**src/rtl/sub_seq_pkg.sv**
```systemverilog
// Shared types, display glyphs and the hex-to-segment decoder for the
// switch/button/seven-segment calculator blocks (adder and subtractor).
package sub_seq_pkg;

    typedef enum logic [1:0] {
        StEnterA,
        StEnterB,
        StShow
    } state_e;

    // Full digit word {DIG_n, DP, g..a}: digit dark, all segments off.
    localparam logic [8:0] SEG_OFF = 9'h100;

    // Segment glyphs, bit order g..a, active-high.
    localparam logic [6:0] SEG_MINUS    = 7'h40;
    localparam logic [6:0] SEG_A_PROMPT = 7'h77;
    localparam logic [6:0] SEG_B_PROMPT = 7'h7C;

    localparam logic [6:0] SEG_HEX_0 = 7'h3F;
    localparam logic [6:0] SEG_HEX_1 = 7'h06;
    localparam logic [6:0] SEG_HEX_2 = 7'h5B;
    localparam logic [6:0] SEG_HEX_3 = 7'h4F;
    localparam logic [6:0] SEG_HEX_4 = 7'h66;
    localparam logic [6:0] SEG_HEX_5 = 7'h6D;
    localparam logic [6:0] SEG_HEX_6 = 7'h7D;
    localparam logic [6:0] SEG_HEX_7 = 7'h07;
    localparam logic [6:0] SEG_HEX_8 = 7'h7F;
    localparam logic [6:0] SEG_HEX_9 = 7'h6F;
    localparam logic [6:0] SEG_HEX_A = 7'h77;
    localparam logic [6:0] SEG_HEX_B = 7'h7C;
    localparam logic [6:0] SEG_HEX_C = 7'h39;
    localparam logic [6:0] SEG_HEX_D = 7'h5E;
    localparam logic [6:0] SEG_HEX_E = 7'h79;
    localparam logic [6:0] SEG_HEX_F = 7'h71;

    function automatic logic [6:0] hex_to_seg(input logic [3:0] v);
        logic [6:0] seg;
        unique case (v)
            4'h0: seg = SEG_HEX_0;
            4'h1: seg = SEG_HEX_1;
            4'h2: seg = SEG_HEX_2;
            4'h3: seg = SEG_HEX_3;
            4'h4: seg = SEG_HEX_4;
            4'h5: seg = SEG_HEX_5;
            4'h6: seg = SEG_HEX_6;
            4'h7: seg = SEG_HEX_7;
            4'h8: seg = SEG_HEX_8;
            4'h9: seg = SEG_HEX_9;
            4'hA: seg = SEG_HEX_A;
            4'hB: seg = SEG_HEX_B;
            4'hC: seg = SEG_HEX_C;
            4'hD: seg = SEG_HEX_D;
            4'hE: seg = SEG_HEX_E;
            default: seg = SEG_HEX_F;
        endcase
        return seg;
    endfunction

endpackage

```
**src/rtl/sub_seq_if.sv**
```systemverilog
// Board-facing signal bundle: switches/button in, display and result out.
interface sub_seq_if #(
    parameter int unsigned WIDTH = 4
);
    logic [WIDTH-1:0] num;
    logic             button;
    logic [8:0]       seg_led_1;
    logic [8:0]       seg_led_2;
    logic [WIDTH:0]   diff;
    logic             diff_valid;

    modport master (
        output num,
        output button,
        input  seg_led_1,
        input  seg_led_2,
        input  diff,
        input  diff_valid
    );

    modport slave (
        input  num,
        input  button,
        output seg_led_1,
        output seg_led_2,
        output diff,
        output diff_valid
    );
endinterface

```
**src/rtl/btn_debounce.sv**
```systemverilog
// Button conditioner: 2-FF synchronizer, stable-level debouncer and a
// one-cycle press pulse on a debounced 1->0 (active-low press) transition.
module btn_debounce #(
    parameter int unsigned DEBOUNCE_CYCLES = 240000
) (
    input  logic clk,
    input  logic rst_n,
    input  logic button_i,
    output logic press_o
);
    localparam int unsigned CntW = (DEBOUNCE_CYCLES > 1) ? $clog2(DEBOUNCE_CYCLES) : 1;
    localparam logic [CntW-1:0] CntMax = CntW'(DEBOUNCE_CYCLES - 1);

    logic            sync1_q, sync2_q;
    logic            stable_q, stable_d;
    logic [CntW-1:0] cnt_q, cnt_d;
    logic            press_q, press_d;
    logic [1:0]      flush_q, flush_d;
    logic            armed_q, armed_d;

    // Synchronizer, debounce state and press pulse registers.
    always_ff @(posedge clk or negedge rst_n) begin
        if (!rst_n) begin
            sync1_q  <= 1'b1;
            sync2_q  <= 1'b1;
            stable_q <= 1'b1;
            cnt_q    <= '0;
            press_q  <= 1'b0;
            flush_q  <= 2'd0;
            armed_q  <= 1'b0;
        end else begin
            sync1_q  <= button_i;
            sync2_q  <= sync1_q;
            stable_q <= stable_d;
            cnt_q    <= cnt_d;
            press_q  <= press_d;
            flush_q  <= flush_d;
            armed_q  <= armed_d;
        end
    end

    // Count consecutive mismatches; any gap restarts the count.
    // Presses are suppressed until the button has been seen released after
    // reset (once the synchronizer has flushed its reset value), so a button
    // held through reset never yields a press.
    always_comb begin
        stable_d = stable_q;
        cnt_d    = '0;
        press_d  = 1'b0;
        if (sync2_q != stable_q) begin
            if (cnt_q == CntMax) begin
                stable_d = sync2_q;
                press_d  = armed_q & ~sync2_q;
            end else begin
                cnt_d = cnt_q + 1'b1;
            end
        end
        flush_d = flush_q[1] ? flush_q : flush_q + 2'd1;
        armed_d = armed_q | (flush_q[1] & stable_q & sync2_q);
    end

    assign press_o = press_q;

endmodule

```
**src/rtl/sub_seq.sv**
```systemverilog
// Sequential subtractor: enter A, enter B, show signed A-B as sign + hex digit.
module sub_seq
    import sub_seq_pkg::*;
#(
    parameter int unsigned WIDTH           = 4,
    parameter int unsigned DEBOUNCE_CYCLES = 240000
) (
    input  logic     clk,
    input  logic     rst_n,
    sub_seq_if.slave bus
);
    state_e           state_q, state_d;
    logic [WIDTH-1:0] num_s1_q, num_sync_q;
    logic [WIDTH-1:0] a_q, a_d;
    logic [WIDTH:0]   diff_q, diff_d;
    logic [8:0]       seg1_q, seg1_d, seg2_q, seg2_d;
    logic [WIDTH-1:0] mag;
    logic             press;

    btn_debounce #(
        .DEBOUNCE_CYCLES(DEBOUNCE_CYCLES)
    ) u_btn (
        .clk      (clk),
        .rst_n    (rst_n),
        .button_i (bus.button),
        .press_o  (press)
    );

    // Switch synchronizer.
    always_ff @(posedge clk or negedge rst_n) begin
        if (!rst_n) begin
            num_s1_q   <= '0;
            num_sync_q <= '0;
        end else begin
            num_s1_q   <= bus.num;
            num_sync_q <= num_s1_q;
        end
    end

    // FSM state register.
    always_ff @(posedge clk or negedge rst_n) begin
        if (!rst_n) begin
            state_q <= StEnterA;
        end else begin
            state_q <= state_d;
        end
    end

    // FSM next state: advance only on a press pulse.
    always_comb begin
        state_d = state_q;
        if (press) begin
            unique case (state_q)
                StEnterA: state_d = StEnterB;
                StEnterB: state_d = StShow;
                StShow:   state_d = StEnterB;
                default:  state_d = StEnterA;
            endcase
        end
    end

    // FSM outputs.
    always_comb begin
        bus.diff_valid = (state_q == StShow);
    end

    // Operand, result and display registers.
    always_ff @(posedge clk or negedge rst_n) begin
        if (!rst_n) begin
            a_q    <= '0;
            diff_q <= '0;
            seg1_q <= SEG_OFF;
            seg2_q <= SEG_OFF;
        end else begin
            a_q    <= a_d;
            diff_q <= diff_d;
            seg1_q <= seg1_d;
            seg2_q <= seg2_d;
        end
    end

    // Operand capture and subtraction. B is consumed in its capture cycle
    // straight from the switches, so it needs no register of its own.
    always_comb begin
        a_d    = a_q;
        diff_d = diff_q;
        if (press) begin
            unique case (state_q)
                StEnterA, StShow: a_d = num_sync_q;
                StEnterB:         diff_d = {1'b0, a_q} - {1'b0, num_sync_q};
                default:          a_d = a_q;
            endcase
        end
    end

    // Display next value from current state, switches and result.
    always_comb begin
        mag    = diff_q[WIDTH] ? WIDTH'(0 - diff_q) : diff_q[WIDTH-1:0];
        seg1_d = SEG_OFF;
        seg2_d = SEG_OFF;
        unique case (state_q)
            StEnterA: begin
                seg1_d = {2'b00, SEG_A_PROMPT};
                seg2_d = {2'b00, hex_to_seg(num_sync_q)};
            end
            StEnterB: begin
                seg1_d = {2'b00, SEG_B_PROMPT};
                seg2_d = {2'b00, hex_to_seg(num_sync_q)};
            end
            StShow: begin
                seg1_d = diff_q[WIDTH] ? {2'b00, SEG_MINUS} : SEG_OFF;
                seg2_d = {2'b00, hex_to_seg(mag)};
            end
            default: ;
        endcase
    end

    assign bus.seg_led_1 = seg1_q;
    assign bus.seg_led_2 = seg2_q;
    assign bus.diff      = diff_q;

endmodule

```
**src/flat_wrapper.sv**
```systemverilog
// flat-port wrapper written by rule: the top's interface ports become plain ports
module sub_seq_flat import sub_seq_pkg::*;
#(
    parameter int unsigned WIDTH           = 4,
    parameter int unsigned DEBOUNCE_CYCLES = 240000
)
  (clk, rst_n, bus_num, bus_button, bus_seg_led_1, bus_seg_led_2, bus_diff, bus_diff_valid);
  sub_seq_if #(.WIDTH(WIDTH)) bus_i ();
  input  logic clk;
  input  logic rst_n;
  input wire logic [$bits(bus_i.num)-1:0] bus_num;
  input wire logic [$bits(bus_i.button)-1:0] bus_button;
  output wire logic [$bits(bus_i.seg_led_1)-1:0] bus_seg_led_1;
  output wire logic [$bits(bus_i.seg_led_2)-1:0] bus_seg_led_2;
  output wire logic [$bits(bus_i.diff)-1:0] bus_diff;
  output wire logic [$bits(bus_i.diff_valid)-1:0] bus_diff_valid;
  assign bus_i.num = bus_num;
  assign bus_i.button = bus_button;
  assign bus_seg_led_1 = bus_i.seg_led_1;
  assign bus_seg_led_2 = bus_i.seg_led_2;
  assign bus_diff = bus_i.diff;
  assign bus_diff_valid = bus_i.diff_valid;
  sub_seq #(.WIDTH(WIDTH), .DEBOUNCE_CYCLES(DEBOUNCE_CYCLES)) u_core (.clk(clk), .rst_n(rst_n), .bus(bus_i));
endmodule
```
**config.mk**
```make
export PLATFORM = sky130hd
export DESIGN_NAME = sub_seq_flat
export DESIGN_NICKNAME = d
export VERILOG_FILES = /design/src/rtl/sub_seq_pkg.sv /design/src/rtl/sub_seq_if.sv /design/src/rtl/btn_debounce.sv /design/src/rtl/sub_seq.sv /design/src/flat_wrapper.sv
export SDC_FILE = /design/constraint.sdc
export NUM_CORES = 1
export LEC_CHECK = 0
export ABC_AREA = 1
export CAP_MARGIN = 20
export CELL_PAD_IN_SITES_DETAIL_PLACEMENT = 0
export CELL_PAD_IN_SITES_GLOBAL_PLACEMENT = 1
export CORE_MARGIN = 5
export CORE_UTILIZATION = 46
export CTS_CLUSTER_DIAMETER = 80
export DETAILED_ROUTE_END_ITERATION = 10
export HOLD_SLACK_MARGIN = 0.06
export PLACE_DENSITY_LB_ADDON = 0.08
export SYNTH_ARGS = -nofsm -noshare
export SYNTH_HDL_FRONTEND = slang
export SYNTH_SLANG_ARGS = --single-unit
```
**constraint.sdc**
```tcl
create_clock -name clk -period 2.46 [get_ports clk]
set_input_delay 0.738 -clock clk [delete_from_list [all_inputs] [get_ports clk]]
set_output_delay 0.738 -clock clk [all_outputs]
set_load 0.01 [all_outputs]
```
-- Yosys cells after proc, flatten, opt, wreduce, memory -nomap -nowiden
Memories as Yosys holds them, arrays and structs flattened.
Index checks and enable logic that the tools add are counted.
- memories: 3
- output and inout bits: 24
- bits in read-only memories: 336
- word-level logic and storage cells: 46
- input bits: 7
- bits in registers: 62
- memories (memory ; words ; bits a word ; rd ports ; clocked after memory_dff ; write ports ; RTL line ; text):
    (no name shown) ; 16 ; 7 ; 1 ; 0 ; 0 ; sub_seq_pkg.sv:38 ; unique case (v)
    (no name shown) ; 16 ; 7 ; 1 ; 0 ; 0 ; sub_seq_pkg.sv:38 ;
    (no name shown) ; 16 ; 7 ; 1 ; 0 ; 0 ; sub_seq_pkg.sv:38 ;
- eq/ne operators: 4
- bitwise logic cells: 5
- reductions and logical operators: 5
- muxes and demuxes: 10
- add/subtract/negate cells: 4
- operator list (kind ; number):
    9-bit case mux with 3 select lines ; 2
    18-bit two-way mux ; 2
    18-bit by 1-bit adder with 18-bit output (second input constant) ; 1
    18-bit == test (second input constant) ; 1
    9-bit two-way mux ; 1
    2-bit AND reduction ; 3
    4-bit by 4-bit subtractor with 5-bit output ; 1
    4-bit two-way mux ; 1
    2-bit case mux with 2 select lines ; 1
    1-bit by 4-bit subtractor with 4-bit output (first input constant) ; 1
    1-bit AND ; 3
    2-bit by 1-bit adder with 2-bit output (second input constant) ; 1
    2-bit by 1-bit == test with 1-bit output (second input constant) ; 1
    2-bit == test (second input constant) ; 1
    2-bit zero test ; 1
    1-bit two-way mux ; 2
    2-bit two-way mux ; 1
    2-bit OR reduction ; 1
    1-bit inequality test ; 1
    1-bit NOT ; 1
    1-bit OR ; 1

-- Logic depth before layout (Yosys ltp)
- depth in word-level cells: 4
- gate-level depth with buffers: 12
- gate-level depth less buffers: 11

-- Cells and area by module
Synthesis repeated with hierarchy kept, for this count alone.
- cells, all modules: 348
- area, all modules: 3071.7 µm²
- modules (own cells, without submodules) (module ; instances ; cells each ; area each (µm²) ; seq. area each (µm²)):
    sub_seq ; 1 ; 203 ; 1742.9 ; 803.3
    btn_debounce ; 1 ; 145 ; 1328.8 ; 629.4

-- Least setup slack after synthesis
OpenSTA, ideal clock, no wires.
- kind: register to register
- from: register u_core.diff_q[0] (netlist: u_core.bus.diff[0])
- to: register u_core.seg2_q[3] (netlist: u_core.bus.seg_led_2[3])
- path slack: 0.744 ns
- path buffers: 0
- data required time: 2.343 ns
- cell stages (with the launch flop): 12
- clock period less this slack: 1.716 ns
- data arrival time: 1.599 ns
- setup time: 0.117 ns
- path through: dfrtp_1 -> inv_1 -> ha_1 -> nand2_1 -> nand2_1 -> ha_1 -> inv_1 -> nand2_1 -> o21ai_0 -> nand2_1 -> nand2_1 -> nand2_1
- longest elaborated chain between the ends: 4
- RTL lines (item ; RTL line ; text):
    from (decl) ; sub_seq.sv:15 ; logic [WIDTH:0] diff_q, diff_d;
    from (signal assigned) ; sub_seq.sv:76 ; diff_q <= diff_d;
    1-bit by 4-bit subtractor with 4-bit output ; sub_seq.sv:98 ; mag = diff_q[WIDTH] ? WIDTH'(0 - diff_q) : diff_q[WIDTH-1:0];
    4-bit two-way mux (*) ; sub_seq.sv:98 ;
    memory read 16 x 7 bit (*) ; n/a ;
    9-bit case mux with 3 select lines (*) ; sub_seq.sv:101 ; unique case (state_q)
    via u_core.seg2_d[3] ; sub_seq.sv:16 ; logic [8:0] seg1_q, seg1_d, seg2_q, seg2_d;
    to (signal assigned) ; sub_seq.sv:78 ; seg2_q <= seg2_d;
    to (decl) ; sub_seq.sv:16 ;
Mark *: on every way through the listed nets, which the timed path passes. The rest lies on a longest branch.
A chain may end at the register's enable or synchronous reset.

-- Final worst setup path
- from: register u_core.state_q[1]
- to: output bus_diff_valid
- longest elaborated chain between the ends: 1
- RTL lines (item ; RTL line ; text):
    from (decl) ; sub_seq.sv:12 ; state_e state_q, state_d;
    from (signal assigned) ; sub_seq.sv:43 ; state_q <= StEnterA;
    from (signal assigned) ; sub_seq.sv:45 ; state_q <= state_d;
    2-bit == test ; sub_seq.sv:64 ; bus.diff_valid = (state_q == StShow);
    to (decl) ; flat_wrapper.sv:16 ; output wire logic [$bits(bus_i.diff_valid)-1:0] bus_diff_valid;
Every way passes these cells.

==> metrics.csv <==
stage,metric,value,unit
floorplanning,Vert. Die Dim,90.1,um
synthesis,post-synthesis sequential area ratio,0.485,
floorplanning,initial core utilization,0.467,
timing,clk_skew,0.0111,ns
place,GPL Wtd Cong,0.815,
floorplanning,I/O pin cnt,31,
finish,Final Util,0.552,
finish,flip-flop and latch area,1430,um^2
power,leakage power,0.00158,uW
critical_path,Setup crit end kind,output pin,
clock_network,Skew-Pair Late Insertion Delay,0.34,ns
detailed_routing,Avg WL per Cell,12.4,um
job,Max-Cap Viols,0,
floorplanning,Die ar.,8120,um^2
detailed_routing,total number of vias,2243,
timing,min Tclk post-route,2.26,ns
critical_path,kind of start point of the critical path,flip-flop,
clock_network,Clock Sinks,57,
clock_network,hold bufs inserted after CTS,0,
detailed_routing,drt first pass iters,5,
place,Final HPWL DP,4.43,mm
global_route,GR Util All Layers,0.158,
critical_path,crit-path max FO,9,
critical_path,Crit Path Class,flip-flop to output pin,
floorplanning,Site Rows,29,
detailed_routing,detailed-route vias per instance,4.80,
clock_network,postcts setup bufs,0,
synthesis,cells after synthesis,349,
critical_path,CP required,1.72,ns
floorplanning,Die W,90.1,um
global_route,grt ovf,0,
floorplanning,Core Area,6310,um^2
synthesis,number of synthesized flops with an enable pin,0,
timing,fin crit share,0.920,
finish,Post-Layout Cell Count,467,
finish,fraction of layout cells with a size suffix above 1,0.100,
clock_network,CTS max path bufs,2,
power,PwrDens,557,nW/um^2
timing,Setup WS post-layout,0.196,ns
global_route,global-route wire length before repair,10.3,mm
clock_network,CTS root buf,clkbuf_8,
global_route,via count of the first global-routing pass,2169,
timing,RSZ-0062 raised after global routing,false,
timing,setup TNS,0,ns
hold_path,HP Class,input pin to async pin,
detailed_routing,ANT nets after route,0,
finish,# nets final,408,
synthesis,Synth Area per Inst,8.46,um^2
detailed_routing,drt drc,0,
timing,Max Fclk,0.442,GHz
synthesis,Mapped Area,2950,um^2
timing,endpoints failing hold,0,
synthesis,Post-synth top flop,dfrtp_1,
synthesis,Yosys warnings,0,
synthesis,number of distinct library cells after synthesis,33,
place,pre-CTS setup slack,0.542,ns
detailed_routing,WL final,5.80,mm
synthesis,"flops & latches, synth",57,
global_route,largest net degree at the start of global routing,25,
clock_network,TritonCTS buffer count,9,
status,run status,completed,
place,I/O Buffers,28,
clock_network,clk slew on worst S/H paths,0.07,ns
place,placed insts,451,
clock_network,CTS tree,done,
finish,Area Overhead vs Synth,18.1,%
timing,setup violators final,0,
clock_network,H-tree depth,3,
finish,# diodes,0,
power,Worst VDD drop,0.000385,V
finish,filler cell count,627,
global_route,initial antenna violation count,0,
timing,Pins Over Slew Limit,0,
synthesis,Post-synth ARST share,1.00,
power,total power,1940,uW
clock_network,Post-CTS Resized,0,
detailed_routing,initial DRC count,97,
critical_path,WP data arrival,1.53,ns
finish,multi-input logic area,1290,um^2
[worst max-delay path, cell delays in order, from the launching register on]
cell and delay [ns]:
dfrtp_1 0.41, inv_2 0.11, nor2_2 0.12, clkdlybuf4s50_1 0.55
[metrics by stage]
step / instance area, um^2 / hold WS [ns]
after floorplan: 2960 / 0.331
after global placement: 3300 / 0.332
final: 3490 / 0.293
after global routing: 3490 / 0.317
after CTS: 3490 / 0.290
after detailed placement: 3300 / 0.336
[power breakdown]
| part | switching, uW | total [uW] | leakage [uW] | internal [uW] |
|---|---|---|---|---|
| registers | 13.9 | 975 | 0.000713 | 961 |
| logic | 66.9 | 117 | 0.000771 | 50.6 |
| clock network | 357 | 850 | 0.0000974 | 493 |
| total | 438 | 1940 | 0.00158 | 1500 |
[path summary, 6_finish.rpt]
check | start | slack [ns] | endpoint | depth (start not counted)
setup / recovery | u_core.state_q[1] | 0.20 | bus_diff_valid | 3
hold / removal | rst_n | 0.29 | u_core.u_btn.cnt_q[17] | 1
setup reg to reg | u_core.bus.diff[0] | 0.57 | u_core.bus.seg_led_2[3] | 11
hold reg to reg | u_core.num_s1_q[2] | 0.35 | u_core.num_sync_q[2] | 0
max in group asynchronous | rst_n | 1.49 | u_core.bus.seg_led_2[8] | 2
min in group clk | u_core.num_s1_q[2] | 0.35 | u_core.num_sync_q[2] | 0
[layout by cell type (no fill, tap or decap), drive strengths merged, types with 13 or more instances in the layout]
cell | netlist | layout
clkbuf | 0 | 13
o21ai | 22 | 22
ha | 15 | 15
inv | 46 | 46
nand3 | 27 | 27
nand2 | 84 | 84
clkdlybuf4s50 | 0 | 27
dfrtp | 52 | 52
nor2 | 41 | 41
[state kept, by name, indices dropped and copies added, names as in the netlist]
signal	flops
u_core.bus.diff	5
u_core.u_btn.stable_q	1
u_core.u_btn.cnt_q	18
u_core.u_btn.flush_q	2
u_core.state_q	2
u_core.num_s1_q	4
u_core.bus.seg_led_2	8
u_core.bus.seg_led_1	5
u_core.num_sync_q	4
u_core.u_btn.armed_q	1
u_core.u_btn.press_o	1
u_core.u_btn.sync1_q	1
u_core.a_q	4
u_core.u_btn.sync2_q	1
[per-layer routing]
metal	track usage	vias up	routed length, um
li1	-	1181	-
met1	0.233	1016	3110
met2	0.213	36	2350
met3	0.0359	10	221
met4	0.0831	0	117
met5	0	-	0
[synthesized netlist by cell type, types with 2 or more instances]
library cell / instances / area, um^2
a21oi_1: 8 / 40.0
a31o_2: 2 / 17.5
buf_2: 2 / 10.0
buf_4: 5 / 37.5
dfrtp_1: 52 / 1300
dfstp_2: 5 / 131
ha_1: 15 / 188
inv_1: 43 / 161
inv_2: 3 / 11.3
nand2_1: 81 / 304
nand2_2: 3 / 18.8
nand3_1: 27 / 135
nand4_1: 5 / 31.3
nor2_1: 36 / 135
nor2_2: 4 / 25.0
nor3_1: 7 / 35.0
o211ai_1: 4 / 30.0
o21ai_0: 21 / 105
o311ai_0: 2 / 17.5
xnor2_1: 4 / 35.0
xor2_1: 8 / 70.1
[layout make-up]
type	count	area share
clock buffers	13	0.0427
repair buffers	32	0.0875
inverters	47	0.0506
well taps	77	0.0276
clock inverters	3	0.0115
multi-input cells	238	0.369
flip-flops and latches	57	0.411
[cells by family after synthesis]
logic type	count (synthesis)	share of synthesized area
xor+xnor	12	0.0356
flops	57	0.485
simple gates	168	0.246
other cells	1	0.00127
buf+inv	55	0.0797
compound gates	40	0.0818
fa+ha+maj	16	0.0704
Note: power is estimated with default switching activity, not from simulation.
